--- config.mk ---
export PLATFORM = sky130hd
export DESIGN_NAME = hazard_ctrl
export DESIGN_NICKNAME = d
export VERILOG_FILES = /design/src/rtl/hazard_ctrl_pkg.sv /design/src/rtl/hazard_ctrl_perf_cnt.sv /design/src/rtl/hazard_ctrl.sv
export SDC_FILE = /design/constraint.sdc
export NUM_CORES = 1
export LEC_CHECK = 0
export ABC_CLOCK_PERIOD_IN_PS = 2500
export CORE_ASPECT_RATIO = 1.4
export CORE_MARGIN = 4
export CORE_UTILIZATION = 28
export CTS_CLUSTER_SIZE = 30
export DETAILED_ROUTE_END_ITERATION = 8
export GPL_TIMING_DRIVEN = 0
export PLACE_DENSITY = 0.49
export RECOVER_POWER = 50
export SLEW_MARGIN = 20
export SYNTH_ARGS = -nofsm -noshare
export SYNTH_HDL_FRONTEND = slang
export SYNTH_HIERARCHICAL = 1
export SYNTH_SLANG_ARGS = --single-unit
--- constraint.sdc ---
create_clock -name clk -period 2.5 [get_ports clk]
set_input_delay 0.5 -clock clk [delete_from_list [all_inputs] [get_ports clk]]
set_output_delay 0.5 -clock clk [all_outputs]
set_load 0.05 [all_outputs]
--- src/rtl/hazard_ctrl_pkg.sv ---
// Shared RV32I definitions for the pipeline hazard controller: base opcodes,
// writeback-source encoding, the sequencing FSM state encoding and a decoder
// that reports which source registers an opcode reads.
package riscv_defs;

  localparam logic [6:0] OPC_LOAD   = 7'b0000011;
  localparam logic [6:0] OPC_OP_IMM = 7'b0010011;
  localparam logic [6:0] OPC_AUIPC  = 7'b0010111;
  localparam logic [6:0] OPC_STORE  = 7'b0100011;
  localparam logic [6:0] OPC_OP     = 7'b0110011;
  localparam logic [6:0] OPC_LUI    = 7'b0110111;
  localparam logic [6:0] OPC_BRANCH = 7'b1100011;
  localparam logic [6:0] OPC_JALR   = 7'b1100111;
  localparam logic [6:0] OPC_JAL    = 7'b1101111;

  // Writeback source value that identifies a load in EX.
  localparam logic [1:0] RESULT_SEL_MEM = 2'b01;

  typedef enum logic [1:0] {
    ST_RESET_FLUSH = 2'd0,
    ST_RUN         = 2'd1,
    ST_MEM_WAIT    = 2'd2
  } hz_state_t;

  // Returns {uses_rs2, uses_rs1}; LUI, AUIPC, JAL and unknown opcodes read nothing.
  function automatic logic [1:0] rs_usage(input logic [6:0] opcode);
    logic [1:0] use_rs;
    use_rs = 2'b00;
    case (opcode)
      OPC_OP, OPC_STORE, OPC_BRANCH: use_rs = 2'b11;
      OPC_OP_IMM, OPC_LOAD, OPC_JALR: use_rs = 2'b01;
      default:                        use_rs = 2'b00;
    endcase
    return use_rs;
  endfunction

endpackage

--- src/rtl/hazard_ctrl_perf_cnt.sv ---
// Saturating hazard performance counters (built only with HAZARD_PERF_EN).
// Each counter advances by at most one per cycle and sticks at all-ones.
module hazard_perf_cnt #(
  parameter int CNT_WIDTH = 32
) (
  input  logic                 clk,
  input  logic                 rst,
  input  logic                 i_inc_stall,
  input  logic                 i_inc_flush,
  input  logic                 i_inc_lu,
  output logic [CNT_WIDTH-1:0] o_cnt_stall,
  output logic [CNT_WIDTH-1:0] o_cnt_flush,
  output logic [CNT_WIDTH-1:0] o_cnt_lu
);

  localparam logic [CNT_WIDTH-1:0] CNT_MAX = '1;

  logic [CNT_WIDTH-1:0] r_cnt_stall;
  logic [CNT_WIDTH-1:0] r_cnt_flush;
  logic [CNT_WIDTH-1:0] r_cnt_lu;

  // Count strobes, clearing on reset and saturating at all-ones.
  always_ff @(posedge clk) begin
    if (rst) begin
      r_cnt_stall <= '0;
      r_cnt_flush <= '0;
      r_cnt_lu    <= '0;
    end else begin
      if (i_inc_stall && (r_cnt_stall != CNT_MAX)) r_cnt_stall <= r_cnt_stall + 1'b1;
      if (i_inc_flush && (r_cnt_flush != CNT_MAX)) r_cnt_flush <= r_cnt_flush + 1'b1;
      if (i_inc_lu    && (r_cnt_lu    != CNT_MAX)) r_cnt_lu    <= r_cnt_lu + 1'b1;
    end
  end

  assign o_cnt_stall = r_cnt_stall;
  assign o_cnt_flush = r_cnt_flush;
  assign o_cnt_lu    = r_cnt_lu;

endmodule

--- src/rtl/hazard_ctrl.sv ---
// Pipeline sequencing controller for the 5-stage RV32I core.
// Detects load-use hazards (ID vs load in EX), applies EX-resolved redirect
// flushes, freezes the pipe while data memory is busy and runs a sticky
// memory-wait watchdog. Stall/flush outputs are combinational from the
// inputs and the registered state, so they act in the cycle of their cause.
// Optional perf counters: define HAZARD_PERF_EN.
// o_dbg_state exposes the FSM state for observation.
module hazard_ctrl
  import riscv_defs::*;
#(
  parameter int MEM_TIMEOUT = 1024,
  parameter int CNT_WIDTH   = 32
) (
  input  logic                 clk,
  input  logic                 rst,
  input  logic [6:0]           opcode_ID,
  input  logic [4:0]           rs1_ID,
  input  logic [4:0]           rs2_ID,
  input  logic [4:0]           rd_EX,
  input  logic                 reg_write_EX,
  input  logic [1:0]           result_sel_EX,
  input  logic                 redirect_EX,
  input  logic                 mem_busy_MEM,
  output logic                 stall_IF,
  output logic                 stall_ID,
  output logic                 stall_EX,
  output logic                 stall_MEM,
  output logic                 flush_ID,
  output logic                 flush_EX,
  output logic                 mem_timeout,
`ifdef HAZARD_PERF_EN
  output logic [CNT_WIDTH-1:0] cnt_stall,
  output logic [CNT_WIDTH-1:0] cnt_flush,
  output logic [CNT_WIDTH-1:0] cnt_lu,
`endif
  output logic [1:0]           o_dbg_state
);

  localparam logic [16:0] WD_LIMIT = 17'(MEM_TIMEOUT);

  hz_state_t   r_state;
  hz_state_t   w_next_state;
  logic [15:0] r_wd_cnt;
  logic        r_timeout;
  logic [1:0]  w_use_rs;
  logic        w_lu;
  logic        w_cnt_en;
  logic [16:0] w_cnt_now;
  logic        w_to_hit;

  assign w_use_rs = rs_usage(opcode_ID);
  assign w_lu = reg_write_EX && (result_sel_EX == RESULT_SEL_MEM) && (rd_EX != 5'd0) &&
                ((w_use_rs[0] && (rd_EX == rs1_ID)) || (w_use_rs[1] && (rd_EX == rs2_ID)));

  // Next state and Mealy stall/flush outputs; a MEM_WAIT cycle with busy low
  // follows the RUN rules, so both states share one branch. w_cnt_now is the
  // watchdog count including the current busy cycle.
  always_comb begin
    w_next_state = r_state;
    stall_IF     = 1'b0;
    stall_ID     = 1'b0;
    stall_EX     = 1'b0;
    stall_MEM    = 1'b0;
    flush_ID     = 1'b0;
    flush_EX     = 1'b0;
    w_cnt_en     = 1'b0;
    w_cnt_now    = 17'd0;
    if (rst) begin
      flush_ID     = 1'b1;
      flush_EX     = 1'b1;
      w_next_state = ST_RESET_FLUSH;
    end else begin
      case (r_state)
        ST_RUN, ST_MEM_WAIT: begin
          if (mem_busy_MEM) begin
            stall_IF     = 1'b1;
            stall_ID     = 1'b1;
            stall_EX     = 1'b1;
            stall_MEM    = 1'b1;
            w_next_state = ST_MEM_WAIT;
            w_cnt_en     = 1'b1;
            w_cnt_now    = (r_state == ST_RUN) ? 17'd1 : ({1'b0, r_wd_cnt} + 17'd1);
          end else begin
            w_next_state = ST_RUN;
            if (redirect_EX) begin
              flush_ID = 1'b1;
              flush_EX = 1'b1;
            end else if (w_lu) begin
              stall_IF = 1'b1;
              stall_ID = 1'b1;
              flush_EX = 1'b1;
            end
          end
        end
        default: begin
          flush_ID     = 1'b1;
          flush_EX     = 1'b1;
          w_next_state = ST_RUN;
        end
      endcase
    end
  end

  // State register.
  always_ff @(posedge clk) begin
    if (rst) r_state <= ST_RESET_FLUSH;
    else     r_state <= w_next_state;
  end

  assign w_to_hit = w_cnt_en && (w_cnt_now >= WD_LIMIT);

  // Watchdog count (saturating at the limit) and sticky timeout flag.
  always_ff @(posedge clk) begin
    if (rst) begin
      r_wd_cnt  <= 16'd0;
      r_timeout <= 1'b0;
    end else begin
      if (w_cnt_en) r_wd_cnt <= w_to_hit ? WD_LIMIT[15:0] : w_cnt_now[15:0];
      if (w_to_hit) r_timeout <= 1'b1;
    end
  end

  // The error shows in the very busy cycle that reaches the limit.
  assign mem_timeout = !rst && (r_timeout || w_to_hit);
  assign o_dbg_state = r_state;

`ifdef HAZARD_PERF_EN
  logic w_inc_flush;
  logic w_inc_lu;

  // Only the load-use bubble raises stall_ID together with flush_EX.
  assign w_inc_lu    = stall_ID && flush_EX;
  assign w_inc_flush = flush_ID && !rst && (r_state != ST_RESET_FLUSH);

  hazard_perf_cnt #(.CNT_WIDTH(CNT_WIDTH)) u_perf (
    .clk         (clk),
    .rst         (rst),
    .i_inc_stall (stall_IF),
    .i_inc_flush (w_inc_flush),
    .i_inc_lu    (w_inc_lu),
    .o_cnt_stall (cnt_stall),
    .o_cnt_flush (cnt_flush),
    .o_cnt_lu    (cnt_lu)
  );
`endif

endmodule

==> metrics, run 1 <==
CP peak stage delay 0.38 ns; Rows 27; Final Net Count 232; post-route ant nets 0; Post-synth EDFFs 0; leakage power 0.000811 uW; Synth Area in XOR/XNOR between 8 and 9%; DRT iter0 DRCs 60; Synth area leader dfxtp_1; final core utilization around half; post-place setup slack -1.07 ns; HP Class flop to flop; status finished, violations left; CP endpoint kind primary output; total vias in the final route 1252; CP max-delay cell nor4_4; final setup violation count 1; sequential fraction of the synthesis area 32.8%; Post-CTS Hold Buffers 0; Adder-Cell Fraction of Synth Area 2.16%; die area 5250 um^2; HPWL after DPL 2420 um; syn avg cell area 8.10 um^2; Cell variety after synth 41; relative slew slack 66.9%; Synth Area in Simple Gates 30.1%; CTS Sinks 19; Pwr Density 348 nW/um^2; WL final 3350 um; dominant cells by area after synthesis dfxtp_1 (33%), xor2_1 (7.6%), nand2_1 (5.2%); Reg clk slew, reported paths roughly 0.07 ns; DRC 0; Initial Util 29.3%; Post-synth ARST share 0%; Slew Limit Fails 0; unrepaired setup endpoints after global routing true; gpl congestion ~0.73; clk buf depth 2; Net Count, Synth 174; Crit Path Max Fanout 5; measured slew at the worst slew-check pin about 0.50 ns; number of CTS-inserted buffers 3; PortBufs 36; Tmin final 2.74 ns; Max Clk Rate 0.366 GHz; largest family of logic cells by synthesized area simple AND/OR/NAND/NOR gates; routed len/inst approximately 14 um; CP Class flop to primary output; largest net degree at the start of global routing 12; CP startpoint kind flop; failing checks negative setup slack; Via density a little over 5; maxcap violations 0; Syn. warnings 6; compound-gate portion of the synthesized area between 20% and 30%; worst skew pair latency 0.25 ns; Req. time, crit path ~2.0 ns; H-tree Lvls 1; core area 3950 um^2; count of state elements after synthesis 19; first-pass GRT wire length 5490 um; total congestion overflow 0; post-synth top area share around 33%; Max rail drop VDD 0.291 mV; Mapped Area 1160 um^2; initial antenna violation count 0; Final Hold Vio Count 0; First-pass DRT Iterations 4; Top-Level Pins 38; total power draw 674 uW; synthesized instance count 143; GRT Util Overall 12.5%; vias in the first global route ~1.3k; final worst-path cycle share 109%; n_diodes 0; Critical Path AT 2.24 ns; Die Ht 84.1 um; CTS tree built; CTS root buf clkbuf_8; most frequent cell after synthesis dfxtp_1; worst path cell trace nand4_4 -> nor4_4 -> mux2i_2 -> nor3_2 -> a211o_1 -> a21oi_4 -> buf_6; synth-to-layout area growth 67.4%; ys flop type dfxtp_1; Layout Skew 0.00178 ns; die width 62.4 um; top cells by count, synth dfxtp_1 (19), nand2_1 (16), nor2_1 (13), nand3_1 (10), xor2_1 (10); fraction of layout cells with a size suffix above 1 35.5%; multiplexer share of the synthesized area 0.864%; setup ws final -0.235 ns
==> timing repair <==
| action | 4_1_cts | 5_1_grt |
|---|---|---|
| resized for setup | 74 | 28 |
| pin swaps | 15 | 15 |
| setup endpoints to repair | 7 | 13 |
| setup buffers | 9 | 9 |
==> power by group <==
group / internal [uW] / switching [uW]
clock: 111 / 104
combinational: 71.3 / 82.7
sequential: 300 / 6.54
==> state kept, by name, indices dropped and copies added (netlist names) <==
name,count
r_timeout,1
r_wd_cnt,16
o_dbg_state,2
==> kinds of logic (layout without fill, tap and decap cells) <==
| family | after synthesis | count (layout) |
|---|---|---|
| AO/OA/AOI/OAI | 35 | 35 |
| adder cells (fa/ha/maj) | 2 | 2 |
| multiplexers | 1 | 1 |
| flip-flops | 19 | 19 |
| AND/OR/NAND/NOR | 62 | 62 |
| buffers and inverters | 13 | 70 |
| XOR/XNOR | 11 | 11 |
==> final timing paths <==
check | from | to | slack [ns] | depth (start not counted)
max | r_wd_cnt[6] | mem_timeout | -0.24 | 7
min | r_wd_cnt[9] | r_wd_cnt[9] | 0.48 | 1
min reg2reg | r_wd_cnt[9] | r_wd_cnt[9] | 0.48 | 1
max reg2reg | o_dbg_state[1] | r_wd_cnt[5] | 0.17 | 10
==> metal layers <==
metal,track usage [%],share of wire [%]
met5,0,0
met4,5.21,0.93
met3,2.29,5.6
met2,24.1,53
met1,12.9,40
==> stage by stage <==
| stage | area, um^2 | std cells | hold slack, ns | TNS, ns |
|---|---|---|---|---|
| global route | 1940 | 243 | 0.502 | -0.576 |
| floorplan | 1210 | 143 | 0.463 | -0.0632 |
| global placement | 1630 | 222 | 0.498 | -4.82 |
| CTS | 1820 | 234 | 0.475 | -0.234 |
| finish | 1940 | 243 | 0.480 | -0.235 |
| detailed placement | 1630 | 222 | 0.501 | -4.80 |
==> critical path, delay by kind of cell (launching register included) <==
family	cells	cell delay [ns]
muxes	1	0.32
AOI/OAI and AO/OA	2	0.49
buffers and inverters	1	0.17
and+or+nand+nor	3	0.63
DFF	1	0.37
==> cells in the final DEF (no fill, tap or decap), types with 4 or more instances in the layout <==
master,Yosys,final
dfxtp_2,0,4
dfxtp_1,19,5
buf_4,2,21
nand2b_1,4,4
a31oi_1,5,4
xor2_1,10,10
clkdlybuf4s50_1,0,15
a21oi_1,8,6
clkbuf_2,0,4
dfxtp_4,0,10
and2_1,4,4
nand3_1,10,9
dlygate4sd2_1,0,6
nand2_1,16,15
inv_1,7,7
nor2_1,13,10
==> cell type report <==
class,instances,area [um^2]
Buffer,4,26.3
Tap cell,43,53.8
Inverter,8,30.0
Timing Repair Buffer,54,479
Sequential cell,19,423
Multi-Input combinational cell,111,881
Clock inverter,1,5.00
Clock buffer,3,41.3
Fill cell,384,2010
(Power assumes the default switching activity.)
==> run 2: changes to the inputs <==
--- a/config.mk
+++ b/config.mk
@@ -6,7 +6,7 @@
 export NUM_CORES = 1
 export LEC_CHECK = 0
 export ABC_CLOCK_PERIOD_IN_PS = 2500
-export CORE_ASPECT_RATIO = 1.4
+export CAP_MARGIN = 20
 export CORE_MARGIN = 4
 export CORE_UTILIZATION = 28
 export CTS_CLUSTER_SIZE = 30
==> metrics, run 2 (synthesis results as in run 1) <==
status finished, violations left; failing checks negative setup slack; die width 72.3 um (+16%); maxcap violations 0 (unchanged); leakage power 0.000761 uW (-6.1%); most frequent cells in the layout nand2_1 (15), buf_4 (13), clkdlybuf4s50_1 (12); largest net degree at the start of global routing 11 (-1); Die Ht 72.3 um (-14%); CP startpoint kind flop; routed len/inst 14.6 um (+5.8%); CTS tree built; unrepaired setup endpoints after global routing true; Reg with most FFs r_wd_cnt; CTS Sinks 19 (unchanged); die area 5230 um^2 (-0.28%); Worst R2R Start r_wd_cnt[8]; Top-Level Pins 38 (unchanged); Placed Area 1640 um^2 (+0.54%); gpl congestion 0.806 (+10%); total vias in the final route 1230 (-1.8%); GRT Util Overall 14.2% (+1.7 points); CP endpoint kind primary output; WL final 3550 um (+5.8%); CP Class flop to primary output; RR Endpoint r_wd_cnt[5]; worst skew pair latency 0.26 ns (about the same); final setup violation count 1 (unchanged); HPWL after DPL 2590 um (+6.9%); CTS root buf clkbuf_8; Final Hold Vio Count 0 (unchanged); Req. time, crit path 2.00 ns (about the same); Hold Path End r_wd_cnt[6]; total negative slack -0.207 ns (+0.0278 ns); post-route ant nets 0 (unchanged); Final Net Count 225 (-3.0%); DRC 0 (unchanged); Slew Limit Fails 0 (unchanged); Rows 23 (-15%); PortBufs 36 (unchanged); clk buf depth 2 (unchanged); total congestion overflow 0 (unchanged); Pwr Density 359 nW/um^2 (+3.4%); Reg clk slew, reported paths 0.07 ns (about the same); core area 4000 um^2 (+1.2%); relative slew slack 64.8% (-2.1 points); Finished Cell Area 1860 um^2 (-3.9%); final worst-path cycle share 108% (-1.1 points); initial antenna violation count 0 (unchanged); Layout Skew 0.00798 ns (+0.00620 ns); fraction of layout cells with a size suffix above 1 32.1% (-3.4 points); Hold Startpoint r_wd_cnt[6]; max FFs per register 16 (unchanged); worst hold stages 1 (unchanged); Layout Cells excl Fill 243 (unchanged); n_diodes 0 (unchanged); Crit Path Max Fanout 4 (-1); number of CTS-inserted buffers 3 (unchanged); vias in the first global route 1307 (+1.2%); Via density 5.06 (-1.8%); HP Class flop to flop; Tmin final 2.71 ns (-0.0278 ns); synth-to-layout area growth 60.9%; Initial Util 29.0% (-0.35 points); first-pass GRT wire length 5900 um (+7.5%); DRT iter0 DRCs 116 (+93%); H-tree Lvls 1 (unchanged); Critical Path AT 2.21 ns (-0.03 ns); Worst R2R Setup Slack 0.23 ns (+0.06 ns); Max Clk Rate 0.369 GHz (+1.0%); First-pass DRT Iterations 4 (unchanged); measured slew at the worst slew-check pin 0.526 ns (+0.0313 ns); placed instance count 229 (+3.2%); leading cell type in the layout, fill and taps excluded nand2_1; Max rail drop VDD 0.165 mV (-43%); R2R depth 9 (-1); setup ws final -0.207 ns (+0.0278 ns)
run 2: cell types whose count changed in the layout (fill, tap and decap cells not counted), sizes merged:
cell           before  now
dlygate4sd3         0    2
buf                25   19
clkdlybuf4s50      15   12
dlygate4sd2         6    5
clkinv              1    0
clkbuf              9   10
dlymetal6s2s        3    4
run 2: power breakdown:
group | switching (uW) | internal, uW | total (uW)
logic | 84.0 | 66.8 | 151
registers | 4.65 | 300 | 304
clock network | 102 | 113 | 215
run 2: worst max-delay path by stage:
stage               slack (ns)            from     endpoint  cells after the start
floorplan                -0.04  o_dbg_state[1]     stall_IF                      8
detailed placement       -1.15        rd_EX[2]     stall_IF                      9
finish                   -0.21    r_wd_cnt[12]  mem_timeout                      7
CTS                      -0.26    r_wd_cnt[10]  mem_timeout                      8
global placement         -1.08        rd_EX[3]     stall_IF                      9
global route             -0.33     r_wd_cnt[7]  mem_timeout                      8
run 2: cell type report:
type / count / area (um^2)
fill: 407 / 2140
multi-input combinational: 111 / 853
timing repair buffer: 47 / 427
sequential: 19 / 420
tap: 50 / 62.6
clock buffer: 4 / 45.0
inverter: 8 / 30.0
buffer: 4 / 26.3
run 2: per-stage QoR:
| stage | power, uW | util, % | hold WS [ns] | worst slack (ns) |
|---|---|---|---|---|
| detailed placement | 471 | 40.9 | 0.501 | -1.15 |
| global placement | 469 | 40.9 | 0.497 | -1.08 |
| floorplan | 395 | - | 0.463 | -0.0383 |
| CTS | 683 | 45.7 | 0.495 | -0.260 |
| finish | 670 | 46.6 | 0.489 | -0.207 |
| global route | 701 | 46.6 | 0.510 | -0.331 |
run 2: worst max-delay path: stages, from the launching register on:
cell and delay (ns):
dfxtp_1 0.40, nand2_1 0.11, nor4_4 0.35, mux2i_2 0.36, nor3_2 0.07, a211o_1 0.36, a21oi_4 0.15, buf_8 0.16
run 2: per-layer routing:
metal	routed length [um]	GRT usage, %	share of wire, %
met3	239	4.85	6.7
met2	1690	24.9	48
met5	0	0	0
met4	24	2.51	0.68
met1	1590	16.9	45
run 2: what timing repair did:
| item | 4_1_cts | 5_1_grt |
|---|---|---|
| pin swaps | 17 | 13 |
| buffers inserted | 9 | 2 |
| resized for setup | 81 | 21 |
| hold buffers | 0 | 0 |
| endpoints found under the setup margin | 7 | 13 |
==> run 3: changes to the inputs <==
--- a/config.mk
+++ b/config.mk
@@ -5,7 +5,7 @@
 export SDC_FILE = /design/constraint.sdc
 export NUM_CORES = 1
 export LEC_CHECK = 0
-export ABC_CLOCK_PERIOD_IN_PS = 2500
+export ABC_CLOCK_PERIOD_IN_PS = 3100
 export CAP_MARGIN = 20
 export CORE_MARGIN = 4
 export CORE_UTILIZATION = 28
@@ -19,3 +19,4 @@
 export SYNTH_HDL_FRONTEND = slang
 export SYNTH_HIERARCHICAL = 1
 export SYNTH_SLANG_ARGS = --single-unit
+export TNS_END_PERCENT = 100
==> constraint.sdc (replaced) <==
create_clock -name clk -period 3.1 [get_ports clk]
set_input_delay 0.62 -clock clk [delete_from_list [all_inputs] [get_ports clk]]
set_output_delay 0.62 -clock clk [all_outputs]
set_load 0.05 [all_outputs]
==> metrics, run 3 (synthesis results as in run 1) <==
status finished, final reports clean; WL final 3160 um (-11%); Worst R2R Start r_wd_cnt[10]; worst path cell trace clkdlybuf4s50_1 -> xor2_1 -> a2111oi_1 -> nand3_1 -> o21ai_2 -> a21oi_1 -> nor2_2 -> buf_4 -> buf_6; GRT Util Overall 12.4% (-1.8 points); Req. time, crit path 2.48 ns (+0.48 ns); Slew Limit Fails 0 (unchanged); synth-to-layout area growth 47.1%; number of CTS-inserted buffers 3 (unchanged); final worst-path cycle share 96.9%; R2R depth 8 (-1); unrepaired setup endpoints after global routing true; First-pass DRT Iterations 4 (unchanged); Final Net Count 218 (-3.1%); Layout Skew 0.00503 ns (-0.00294 ns); CP startpoint kind input pin; H-tree Lvls 1 (unchanged); Tmin final 3.00 ns; leakage power 0.000656 uW (-14%); Filler Cell Count 409 (+0.49%); total congestion overflow 0 (unchanged); CP endpoint kind primary output; Hold Startpoint r_timeout; die width 72.3 um (unchanged); final setup violation count 0 (-1); Pwr Density 320 nW/um^2 (-11%); Reg with most FFs r_wd_cnt; CP peak stage delay 0.43 ns (+0.03 ns); maxcap violations 0 (unchanged); DRC 0 (unchanged); measured slew at the worst slew-check pin 0.524 ns (-0.00201 ns); gpl congestion 0.756 (-6.2%); fraction of layout cells with a size suffix above 1 14.5% (-18 points); HPWL after DPL 2450 um (-5.5%); Rows 23 (unchanged); Max Clk Rate approximately 0.33 GHz; CP max-delay cell clkdlybuf4s50_1; total power draw 545 uW (-19%); family with the most delay on the worst path buffers and inverters; CTS root buf clkbuf_8; DRT iter0 DRCs 52 (-55%); total negative slack 0 ns (+0.207 ns); Placed Area 1600 um^2 (-2.4%); Critical Path AT 2.38 ns (+0.17 ns); total vias in the final route 1173 (-4.6%); Die Ht 72.3 um (unchanged); n_diodes 0 (unchanged); Top-Level Pins 38 (unchanged); final core utilization 42.6% (-4.0 points); CP Buf/Inv Count 3 (+2); Final Hold Vio Count 0 (unchanged); leading cell type in the layout, fill and taps excluded clkdlybuf4s50_1; routed len/inst 13.4 um (-8.2%); core area 4000 um^2 (unchanged); relative slew slack 64.9% (+0.14 points); Hold Path End r_timeout; first-pass GRT wire length 5160 um (-13%); clk buf depth 2 (unchanged); CTS Sinks 19 (unchanged); Worst R2R Setup Slack 0.68 ns (+0.45 ns); Initial Util 29.0% (unchanged); Crit Path Max Fanout 2 (-2); vias in the first global route 1128 (-14%); worst skew pair latency 0.25 ns (about the same); Via density 4.97 (-1.8%); most frequent cells in the layout clkdlybuf4s50_1 (29), nand2_1 (15), dfxtp_1 (15); CTS tree built; Max rail drop VDD 0.158 mV (-4.2%); post-route ant nets 0 (unchanged); max FFs per register 16 (unchanged); largest net degree at the start of global routing 11 (unchanged); placed instance count 229 (unchanged); Reg clk slew, reported paths 0.07 ns (about the same); worst hold stages 2 (+1); RR Endpoint r_wd_cnt[3]; Layout Cells excl Fill 236 (-2.9%); HP Class flop to flop; die area 5230 um^2 (unchanged); PortBufs 36 (unchanged); initial antenna violation count 0 (unchanged); Finished Cell Area 1700 um^2 (-8.6%); CP Class input pin to primary output
-- run 3: changes by cell type in the layout (fill, tap and decap cells not counted), moves of 4 or more --
cell / before / now
buf_4: 13 / 6
dfxtp_1: 5 / 15
dfxtp_4: 9 / 0
clkbuf_2: 4 / 0
clkdlybuf4s50_1: 12 / 29
dlygate4sd2_1: 5 / 1
-- run 3: worst max path at each step --
stage / from / end / slack, ns / cells after the start
2_1_floorplan: o_dbg_state[1] / stall_IF / 0.02 / 8
3_3_place_gp: rd_EX[3] / stall_IF / -0.64 / 9
3_5_place_dp: rd_EX[3] / stall_IF / -0.65 / 9
4_1_cts: r_wd_cnt[0] / mem_timeout / 0.004 / 8
5_1_grt: r_wd_cnt[2] / mem_timeout / -0.04 / 7
6_report: rs1_ID[2] / stall_IF / 0.1 / 9
-- run 3: layout make-up --
type / instances / area [um^2] / area share, %
Inverter: 8 / 30.0 / 1.76
Sequential cell: 19 / 385 / 22.6
Timing Repair Buffer: 39 / 384 / 22.5
Buffer: 5 / 33.8 / 1.98
Tap cell: 50 / 62.6 / 3.67
Multi-Input combinational cell: 111 / 763 / 44.8
Clock buffer: 4 / 45.0 / 2.64
-- run 3: where the power goes --
| part | switching, uW | total (uW) | internal (uW) |
|---|---|---|---|
| clock network | 82.5 | 174 | 91.3 |
| logic | 61.2 | 120 | 59.0 |
| registers | 3.55 | 251 | 248 |
| total | 147 | 545 | 398 |
-- run 3: tightest hold or removal path: cells and delay by family (launching register included) --
kind	cells	cell delay, ns
AO/OA/AOI/OAI	1	0.06
flip-flops	1	0.30
buffers and inverters	1	0.07
-- run 3: metal layers --
layer  track usage (%)  vias up  routed length (um)  part of all wire [%]
li1                  -      603                   -                     -
met1              16.8      525                1530                    49
met2              19.4       41                1370                    43
met3              3.60        4                 216                   6.8
met4              2.92        0                  38                   1.2
met5                 0        -                   0                     0
-- run 3: through the flow --
stage	setup slack [ns]	hold slack (ns)
global placement	-0.643	0.465
detailed placement	-0.653	0.476
CTS	0.00417	0.489
floorplan	0.0249	0.451
global route	-0.0379	0.505
finish	0.0961	0.480
-- run 3: repair_timing --
action	CTS	global route
buffers inserted	0	3
gates resized for setup	29	12
hold endpoints to repair	0	0
pin swaps	2	5
hold buffers	0	0
endpoints found under the setup margin	4	5
